[config.mk]
export PLATFORM = sky130hd
export DESIGN_NAME = serial_pattern_gen
export DESIGN_NICKNAME = d
export VERILOG_FILES = /design/src/rtl/serial_pattern_gen.sv
export SDC_FILE = /design/constraint.sdc
export NUM_CORES = 1
export LEC_CHECK = 0
export ABC_CLOCK_PERIOD_IN_PS = 3100
export BUFFER_PORTS_ARGS = -buffer_cell sky130_fd_sc_hd__buf_2
export CAP_MARGIN = 30
export CORE_MARGIN = 8
export CORE_UTILIZATION = 40
export CTS_CLUSTER_SIZE = 40
export DETAILED_ROUTE_END_ITERATION = 8
export GPL_TIMING_DRIVEN = 0
export REMOVE_ABC_BUFFERS = 1
export SYNTH_ARGS = -nofsm -noshare
export SYNTH_HDL_FRONTEND = slang
export SYNTH_SLANG_ARGS = --single-unit
export TNS_END_PERCENT = 30
[constraint.sdc]
create_clock -name clk -period 3.1 [get_ports clk]
set_input_delay 0.31 -clock clk [delete_from_list [all_inputs] [get_ports clk]]
set_output_delay 0.31 -clock clk [all_outputs]
set_load 0.01 [all_outputs]
[src/rtl/serial_pattern_gen.sv]
// ============================================================================
//  Module   : serial_pattern_gen
//  Purpose  : Shifts a programmable bit pattern out MSB-first, with repeat
//             count and inter-repetition idle gap.
//  Revision : 1.0
// ============================================================================
`default_nettype none

module serial_pattern_gen #(
    parameter int PAT_W = 8,
    parameter int LEN_W = 4,
    parameter int CNT_W = 4,
    parameter int GAP_W = 4
) (
    input  logic             clk,
    input  logic             reset,
    input  logic             start,
    input  logic [PAT_W-1:0] pattern,
    input  logic [LEN_W-1:0] len,
    input  logic [CNT_W-1:0] reps,
    input  logic [GAP_W-1:0] gap,
    input  logic             abort,
    output logic             x,
    output logic             x_valid,
    output logic             busy,
    output logic             done,
    output logic             err
);

    localparam logic [LEN_W-1:0] c_pat_w = LEN_W'(PAT_W);

    typedef enum logic [1:0] {
        S_IDLE = 2'd0,
        S_SEND = 2'd1,
        S_GAP  = 2'd2
    } state_t;

    state_t             r_state, w_state_nxt;
    logic [PAT_W-1:0]   r_pat,  w_pat_nxt;
    logic [LEN_W-1:0]   r_len,  w_len_nxt;
    logic [CNT_W-1:0]   r_reps, w_reps_nxt;
    logic [GAP_W-1:0]   r_gap,  w_gap_nxt;
    logic [LEN_W-1:0]   r_idx,  w_idx_nxt;
    logic [CNT_W-1:0]   r_cnt,  w_cnt_nxt;
    logic [GAP_W-1:0]   r_gcnt, w_gcnt_nxt;
    logic               w_x_nxt, w_valid_nxt, w_busy_nxt, w_done_nxt, w_err_nxt;
    logic               w_len_ok;

    function automatic logic pick(input logic [PAT_W-1:0] v, input logic [LEN_W-1:0] i);
        logic b;
        b = 1'b0;
        for (int k = 0; k < PAT_W; k++) begin
            if (LEN_W'(k) == i) b = v[k];
        end
        return b;
    endfunction

    assign w_len_ok = (len != '0) && (len <= c_pat_w);

    // x is registered, so each branch presents the bit that will be on the line next cycle
    always_comb begin
        w_state_nxt = r_state;
        w_pat_nxt   = r_pat;
        w_len_nxt   = r_len;
        w_reps_nxt  = r_reps;
        w_gap_nxt   = r_gap;
        w_idx_nxt   = r_idx;
        w_cnt_nxt   = r_cnt;
        w_gcnt_nxt  = r_gcnt;
        w_x_nxt     = 1'b0;
        w_valid_nxt = 1'b0;
        w_busy_nxt  = 1'b0;
        w_done_nxt  = 1'b0;
        w_err_nxt   = 1'b0;
        case (r_state)
            S_IDLE: begin
                if (start && !abort) begin
                    if (w_len_ok) begin
                        w_pat_nxt   = pattern;
                        w_len_nxt   = len;
                        w_reps_nxt  = reps;
                        w_gap_nxt   = gap;
                        w_idx_nxt   = len - 1'b1;
                        w_cnt_nxt   = '0;
                        w_x_nxt     = pick(pattern, len - 1'b1);
                        w_valid_nxt = 1'b1;
                        w_busy_nxt  = 1'b1;
                        w_state_nxt = S_SEND;
                    end else begin
                        w_err_nxt = 1'b1;
                    end
                end
            end
            S_SEND: begin
                if (abort) begin
                    w_state_nxt = S_IDLE;
                end else if (r_idx != '0) begin
                    w_idx_nxt   = r_idx - 1'b1;
                    w_x_nxt     = pick(r_pat, r_idx - 1'b1);
                    w_valid_nxt = 1'b1;
                    w_busy_nxt  = 1'b1;
                end else begin
                    w_cnt_nxt = r_cnt + 1'b1;
                    if ((r_reps != '0) && (w_cnt_nxt == r_reps)) begin
                        w_state_nxt = S_IDLE;
                        w_done_nxt  = 1'b1;
                    end else if (r_gap == '0) begin
                        w_idx_nxt   = r_len - 1'b1;
                        w_x_nxt     = pick(r_pat, r_len - 1'b1);
                        w_valid_nxt = 1'b1;
                        w_busy_nxt  = 1'b1;
                    end else begin
                        w_gcnt_nxt  = r_gap;
                        w_busy_nxt  = 1'b1;
                        w_state_nxt = S_GAP;
                    end
                end
            end
            S_GAP: begin
                if (abort) begin
                    w_state_nxt = S_IDLE;
                end else if (r_gcnt == GAP_W'(1)) begin
                    w_gcnt_nxt  = '0;
                    w_idx_nxt   = r_len - 1'b1;
                    w_x_nxt     = pick(r_pat, r_len - 1'b1);
                    w_valid_nxt = 1'b1;
                    w_busy_nxt  = 1'b1;
                    w_state_nxt = S_SEND;
                end else begin
                    w_gcnt_nxt = r_gcnt - 1'b1;
                    w_busy_nxt = 1'b1;
                end
            end
            default: w_state_nxt = S_IDLE;
        endcase
    end

    always_ff @(posedge clk or negedge reset) begin
        if (!reset) begin
            r_state <= S_IDLE;
            r_pat   <= '0;
            r_len   <= '0;
            r_reps  <= '0;
            r_gap   <= '0;
            r_idx   <= '0;
            r_cnt   <= '0;
            r_gcnt  <= '0;
            x       <= 1'b0;
            x_valid <= 1'b0;
            busy    <= 1'b0;
            done    <= 1'b0;
            err     <= 1'b0;
        end else begin
            r_state <= w_state_nxt;
            r_pat   <= w_pat_nxt;
            r_len   <= w_len_nxt;
            r_reps  <= w_reps_nxt;
            r_gap   <= w_gap_nxt;
            r_idx   <= w_idx_nxt;
            r_cnt   <= w_cnt_nxt;
            r_gcnt  <= w_gcnt_nxt;
            x       <= w_x_nxt;
            x_valid <= w_valid_nxt;
            busy    <= w_busy_nxt;
            done    <= w_done_nxt;
            err     <= w_err_nxt;
        end
    end

endmodule

`default_nettype wire

==> run summary, run 1 <==
Status - completed
Maximum buffer depth of the clock tree - 2
Area of the multi-input gates - 1627 sq um
Clock slew seen by the registers of the worst setup and hold paths - 0.08 ns
Design Area, Final - 3019 sq um
Depth of the worst register-to-register path - 6
Number of global-route vias before repair - 2230
Number of iterations in the first detailed-routing pass - 4
Synth area leader - sky130_fd_sc_hd__dfrtp_1
Largest net degree at the start of global routing - 40
RSZ-0062 raised after global routing - no
TritonCTS buffer count - 5
Worst slew slack as a fraction of its limit - 38.07%
PD cells - 912.2 nW/um^2
Via-per-instance ratio - 5.624
Initial antenna violation count - 0
Overall track demand over capacity in global routing - 13.76%
Global-route wire length before repair - 10960 um
Critical path data arrival time - 2.80 ns
Worst min-delay path class - input pin to async pin
Total detailed-routing wirelength - 6326 um
Clk Latency, worst-skew pair - 0.30 ns
Site Rows - 30
Count leader, synth - sky130_fd_sc_hd__dfrtp_1
Highest cell delay on the worst timing path - 0.68 ns
Shortest period the worst path allows - 2.623 ns
R2r endpoint - r_state[0]
Antenna Violating Nets Remaining - 0
Net switching component of the power - 0.001192 W
Nature of the critical path endpoint - register
Nets - 350
Hold Buf Count CTS - 0
Number of unique standard cell types used by synthesis - 60
Register-to-register path setup slack - 0.48 ns
Final setup fails - 0
Biggest area contributors in the synthesized netlist - sky130_fd_sc_hd__dfrtp_1, sky130_fd_sc_hd__ha_1, sky130_fd_sc_hd__mux2_2, sky130_fd_sc_hd__o21ai_0, sky130_fd_sc_hd__nand2_1
Root buffer cell - sky130_fd_sc_hd__clkbuf_8
Classification of the worst setup path - register to register
Most common library cells after synthesis - sky130_fd_sc_hd__dfrtp_1, sky130_fd_sc_hd__nand2_1, sky130_fd_sc_hd__o21ai_0
Maximum VDD drop - 0.3094 mV
Top achievable clock speed - 381.3 MHz
Cell type of the slowest stage on the worst timing path - sky130_fd_sc_hd__nor3b_1
Total grt overflow - 0
Synthesis-to-finish area growth - 11.25%
Start point of the critical path - r_idx[0]
Post-synthesis register bit count - 39
Endpoints failing hold - 0
Remaining routing DRC violations - 0
Post-Place Cell Area - 2907 sq um
Detailed-route via count - 2182
Reg-to-Reg Start - r_idx[0]
Number of buffers inserted by port buffering - 28
Tcrit/Tclk final - 84.61%
Detail-routed net length per standard cell - 16.30 um
Chip Width - 98.37 um
Worst-path fanout max - 10
Number of enable-type register cells in the synthesized netlist - 0
Core Region - 6681 sq um
Max-slew violations - 0
Average cell area after synthesis - 9.658 sq um
Fraction of final layout cells sized beyond drive strength 1 - 18.83%
Filler cells - 648
Reg area - 975.9 sq um
Ordered cell list for the critical path - inv_1 > ha_1 > nor3b_1 > nand4_1 > a311oi_1 > o2bb2ai_1
Endpoint of the worst setup timing path - r_state[0]
Yosys Warn Count - 0
Clock network fraction of design power - 15.9%
Least-Margin Pin Slew - 0.9259 ns
Num ports - 29
DIE HEIGHT - 98.37 um
Internal portion of total power - 0.001562 W
Part of the total power dissipated in combinational logic - 48.8%
Inserted Diodes - 0
Cell count after synthesis - 281
Final TNS setup - 0 ns
Number of violations of the max-capacitance limit - 0
CTS tree - yes
Setup crit start kind - register
Fraction of the yosys area taken by sequential cells - 35.96%
Number of violations reported at the end of detailed-routing iteration 0 - 161
Seq pwr share - 35.3%
Flip-flop cell with the highest count after synthesis - sky130_fd_sc_hd__dfrtp_1
Die area - 9677 sq um
RePlAce Congestion - 0.8179
Leakage dissipation - 1.319 nW
Netlist area before placement - 2714 sq um
CTS sink cnt - 39
Area fraction of the dominant cell type after synthesis - 35.96%
CTS H-Tree Depth - 2
# resized after CTS - 0
Worst Skew - 0.004421 ns
Post-CTS setup repair buffer count - 0
Detail Placement HPWL - 4727 um
Starting density of the core - 40.62%
Endpoint required time on the critical path - 3.28 ns
Switching power share of the total - 43.29%
Fraction of registers with async set/reset - 100.0%
==> stage by stage <==
stage / total power (W) / hold WS [ns] / std cells / setup slack [ns] / util [%]
2_1_floorplan: 0.001955 / 0.01441 / 272 / 1.050 / -
3_3_place_gp: 0.002301 / 0.4785 / 380 / 0.5052 / 43.50
3_5_place_dp: 0.002313 / 0.4926 / 380 / 0.5186 / 43.50
4_1_cts: 0.002758 / 0.1683 / 388 / 0.5047 / 45.19
5_1_grt: 0.002995 / 0.1837 / 388 / 0.3096 / 45.19
6_report: 0.002754 / 0.1173 / 388 / 0.4771 / 45.19
==> sequential cells by signal, indices dropped and copies added, names as in the netlist, 2 cells and up <==
name / count
r_cnt: 4
r_gap: 4
r_gcnt: 4
r_idx: 4
r_len: 4
r_pat: 8
r_reps: 4
r_state: 2
==> power groups by stage <==
stage               clock network, W  registers (W)  logic [W]
finish                      0.000439       0.000972    0.00134
global route                0.000469        0.00101    0.00152
CTS                         0.000448       0.000970    0.00134
detailed placement                 0       0.000981    0.00133
global placement                   0       0.000976    0.00132
floorplan                          0       0.000907    0.00105
==> worst min-delay path by stage <==
stage | start | end | slack (ns) | cells past startpoint
floorplan | reset | busy | 0.01 | 0
global placement | reset | r_pat[4] | 0.48 | 1
detailed placement | reset | r_pat[4] | 0.49 | 1
CTS | reset | r_pat[4] | 0.17 | 1
global route | reset | r_pat[0] | 0.18 | 1
finish | reset | r_pat[0] | 0.12 | 1
==> metal layers <==
layer	global-route usage, %	share of wire (%)	up-vias
met5	0	0	-
li1	-	-	1081
met2	20.83	45	53
met3	2.632	4.2	6
met1	18.90	50	1042
met4	4.959	1.3	0
==> placed cells by master, fill, tap and decap left out, drive strengths merged, types with 7 or more instances in the layout <==
cell type  instances
a21oi             14
inv               17
buf               28
nand2b             8
nand3             10
o21ai             21
mux2              18
ha                19
dfrtp             39
nand2             25
nor2              19
nor3               7
==> kinds of logic (layout without fill, tap and decap cells) <==
| kind of cell | count (synthesis) | in the layout | synth area share, % |
|---|---|---|---|
| buffers and inverters | 26 | 53 | 4.103 |
| DFF | 39 | 39 | 35.96 |
| adders and majority gates | 19 | 19 | 8.760 |
| and+or+nand+nor | 92 | 92 | 18.17 |
| muxes | 24 | 24 | 10.60 |
| AOI/OAI and AO/OA | 72 | 72 | 18.67 |
| xor gates and xnor gates | 9 | 9 | 3.735 |
==> worst max-delay path: cells and delay by family, from the launching register on <==
family | cells | cell delay [ns]
buffers and inverters | 1 | 0.14
adder cells (fa/ha/maj) | 1 | 0.32
AO/OA/AOI/OAI | 2 | 0.52
flip-flops | 1 | 0.48
AND/OR/NAND/NOR | 2 | 1.03
==> final cells by class <==
cell class | instances | share of cell area, %
clock buffer | 5 | 2.279
clock inverter | 3 | 1.450
inverter | 17 | 2.114
multi-input combinational | 216 | 53.87
sequential | 39 | 32.32
tap | 80 | 3.315
timing repair buffer | 28 | 4.642
No activity file was read; power rests on OpenSTA's default activity.
==> inputs of run 2 (changes only) <==
--- a/config.mk
+++ b/config.mk
@@ -5,7 +5,8 @@
 export SDC_FILE = /design/constraint.sdc
 export NUM_CORES = 1
 export LEC_CHECK = 0
-export ABC_CLOCK_PERIOD_IN_PS = 3100
+export ABC_AREA = 1
+export ABC_CLOCK_PERIOD_IN_PS = 2600
 export BUFFER_PORTS_ARGS = -buffer_cell sky130_fd_sc_hd__buf_2
 export CAP_MARGIN = 30
 export CORE_MARGIN = 8
==> constraint.sdc (replaced) <==
create_clock -name clk -period 2.6 [get_ports clk]
set_input_delay 0.26 -clock clk [delete_from_list [all_inputs] [get_ports clk]]
set_output_delay 0.26 -clock clk [all_outputs]
set_load 0.01 [all_outputs]
==> run summary, run 2 <==
Status - completed
Post-synthesis register bit count - 39
Global-route wire length before repair - 9729 um
Reg-to-Reg Start - r_state[1]
Design Area, Final - 2851 sq um
Initial antenna violation count - 0
Register containing the most flip-flops in the final layout - r_pat
Core Region - 6277 sq um
Clk Latency, worst-skew pair - 0.30 ns
Net switching component of the power - 0.001349 W
Worst min-delay path class - input pin to async pin
Synthesis-to-finish area growth - 11.66%
Detail-routed net length per standard cell - 12.65 um
Fraction of registers with async set/reset - 100.0%
Most common library cells after synthesis - sky130_fd_sc_hd__nand2_1, sky130_fd_sc_hd__inv_1, sky130_fd_sc_hd__dfrtp_1
Num ports - 29
Yosys Warn Count - 0
Starting density of the core - 40.68%
Via-per-instance ratio - 4.875
Nature of the critical path endpoint - register
Detail Placement HPWL - 4263 um
Part of the total power dissipated in combinational logic - 49.6%
Number of enable-type register cells in the synthesized netlist - 0
Remaining routing DRC violations - 0
Clock network fraction of design power - 13.7%
RePlAce Congestion - 0.8461
R2r endpoint - r_cnt[0]
Critical path data arrival time - 2.29 ns
# resized after CTS - 0
Most common cell after layout, fill and taps aside - sky130_fd_sc_hd__nand2_1
Seq pwr share - 36.6%
DIE HEIGHT - 95.90 um
CTS H-Tree Depth - 2
Worst slew slack as a fraction of its limit - 39.86%
RSZ-0062 raised after global routing - no
Clock slew seen by the registers of the worst setup and hold paths - 0.08 ns
Inserted Diodes - 0
Depth of the worst register-to-register path - 8
Max-slew violations - 0
Number of buffers inserted by port buffering - 28
Commonest non-fill, non-tap cells in the layout - sky130_fd_sc_hd__nand2_1, sky130_fd_sc_hd__inv_1, sky130_fd_sc_hd__dfrtp_1
Fraction of the yosys area taken by sequential cells - 38.22%
Maximum buffer depth of the clock tree - 2
Tcrit/Tclk final - 79.35%
Total detailed-routing wirelength - 5579 um
Number of iterations in the first detailed-routing pass - 4
Endpoints failing hold - 0
Final TNS setup - 0 ns
Die area - 9197 sq um
Endpoint required time on the critical path - 2.82 ns
Antenna Violating Nets Remaining - 0
Number of flip-flops in the largest register - 8
Number of unique standard cell types used by synthesis - 33
Total placed cells including tap cells - 433
Minimum hold slack - 0.08679 ns
Site Rows - 29
Shortest period the worst path allows - 2.063 ns
Top achievable clock speed - 484.7 MHz
PD cells - 1056 nW/um^2
Chip Width - 95.90 um
Flip-flop cell with the highest count after synthesis - sky130_fd_sc_hd__dfrtp_1
Switching power share of the total - 44.79%
Classification of the worst setup path - register to register
Number of violations of the max-capacitance limit - 0
Setup crit start kind - register
CTS tree - yes
Worst Skew - 0.009429 ns
Detailed-route via count - 2150
CTS sink cnt - 39
TritonCTS buffer count - 5
Area fraction of the dominant cell type after synthesis - 38.22%
Fraction of final layout cells sized beyond drive strength 1 - 14.01%
Total grt overflow - 0
Nets - 406
Filler cells - 659
Largest net degree at the start of global routing - 40
Least-Margin Pin Slew - 0.9020 ns
Register-to-register path setup slack - 0.54 ns
Leakage dissipation - 1.464 nW
Worst-path fanout max - 8
Synth area leader - sky130_fd_sc_hd__dfrtp_1
Final setup fails - 0
Internal portion of total power - 0.001663 W
Hold Buf Count CTS - 0
Post-Place Cell Area - 2766 sq um
Number of violations reported at the end of detailed-routing iteration 0 - 159
Maximum VDD drop - 0.4123 mV
Biggest area contributors in the synthesized netlist - sky130_fd_sc_hd__dfrtp_1, sky130_fd_sc_hd__nand2_1, sky130_fd_sc_hd__ha_1, sky130_fd_sc_hd__inv_1, sky130_fd_sc_hd__o21ai_0
Netlist area before placement - 2554 sq um
Number of global-route vias before repair - 2161
Root buffer cell - sky130_fd_sc_hd__clkbuf_8
Count leader, synth - sky130_fd_sc_hd__nand2_1
Post-CTS setup repair buffer count - 0
Average cell area after synthesis - 7.692 sq um
Cell Count, Final, Fillers Out - 441
Cell count after synthesis - 332
Overall track demand over capacity in global routing - 13.43%
Utilization of the core after routing - 45.43%
-- run 2: metrics by stage --
stage	worst slack, ns	power (W)
after floorplan	0.9269	0.002225
after global placement	0.5049	0.002585
after detailed placement	0.4996	0.002610
after CTS	0.5343	0.003042
after global routing	0.2788	0.003354
final	0.5370	0.003012
-- run 2: kinds of logic (layout without fill, tap and decap cells) --
kind of cell / after synthesis / count (layout) / synth area share [%]
buffers and inverters: 54 / 86 / 8.280
and+or+nand+nor: 141 / 141 / 23.32
DFF: 39 / 39 / 38.22
AOI/OAI and AO/OA: 63 / 63 / 13.62
muxes: 8 / 8 / 3.773
xor gates and xnor gates: 8 / 8 / 3.479
adders and majority gates: 19 / 19 / 9.309
-- run 2: critical path, stage by stage, from the launching register on --
cell,delay [ns]
sky130_fd_sc_hd__dfrtp_1,0.43
sky130_fd_sc_hd__inv_1,0.09
sky130_fd_sc_hd__ha_1,0.32
sky130_fd_sc_hd__inv_1,0.18
sky130_fd_sc_hd__nor2_2,0.24
sky130_fd_sc_hd__nand2_1,0.15
sky130_fd_sc_hd__a21oi_2,0.28
sky130_fd_sc_hd__nand2_1,0.15
sky130_fd_sc_hd__mux2i_1,0.15
-- run 2: per-layer routing --
layer	GRT usage [%]	vias up	part of all wire, %
met4	4.609	0	1.1
met3	2.886	4	5.8
met1	17.29	974	47
li1	-	1131	-
met2	21.77	41	46
met5	0	-	0
-- run 2: cell type report --
type,count,area (sq um),share of cell area (%)
sequential,39,975.9,34.23
tap,77,96.34,3.379
multi-input combinational,239,1366,47.92
clock buffer,6,72.57,2.545
clock inverter,2,12.51,0.4388
timing repair buffer,28,140.1,4.914
inverter,50,187.7,6.582
-- run 2: worst max path at each step --
stage | slack (ns) | depth (start not counted) | end | startpoint
6_report | 0.54 | 8 | r_cnt[0] | r_state[1]
5_1_grt | 0.28 | 8 | r_cnt[0] | r_state[1]
4_1_cts | 0.53 | 8 | r_cnt[0] | r_state[1]
3_5_place_dp | 0.50 | 11 | x | len[0]
3_3_place_gp | 0.50 | 11 | x | len[0]
2_1_floorplan | 0.93 | 8 | r_idx[0] | r_cnt[0]
-- run 2: power groups by stage --
stage	Sequential (W)	Clock, W	Combinational [W]
3_3_place_gp	0.00111	0	0.00148
4_1_cts	0.00110	0.000435	0.00150
3_5_place_dp	0.00111	0	0.00150
6_report	0.00110	0.000414	0.00149
5_1_grt	0.00114	0.000456	0.00175
2_1_floorplan	0.00106	0	0.00117
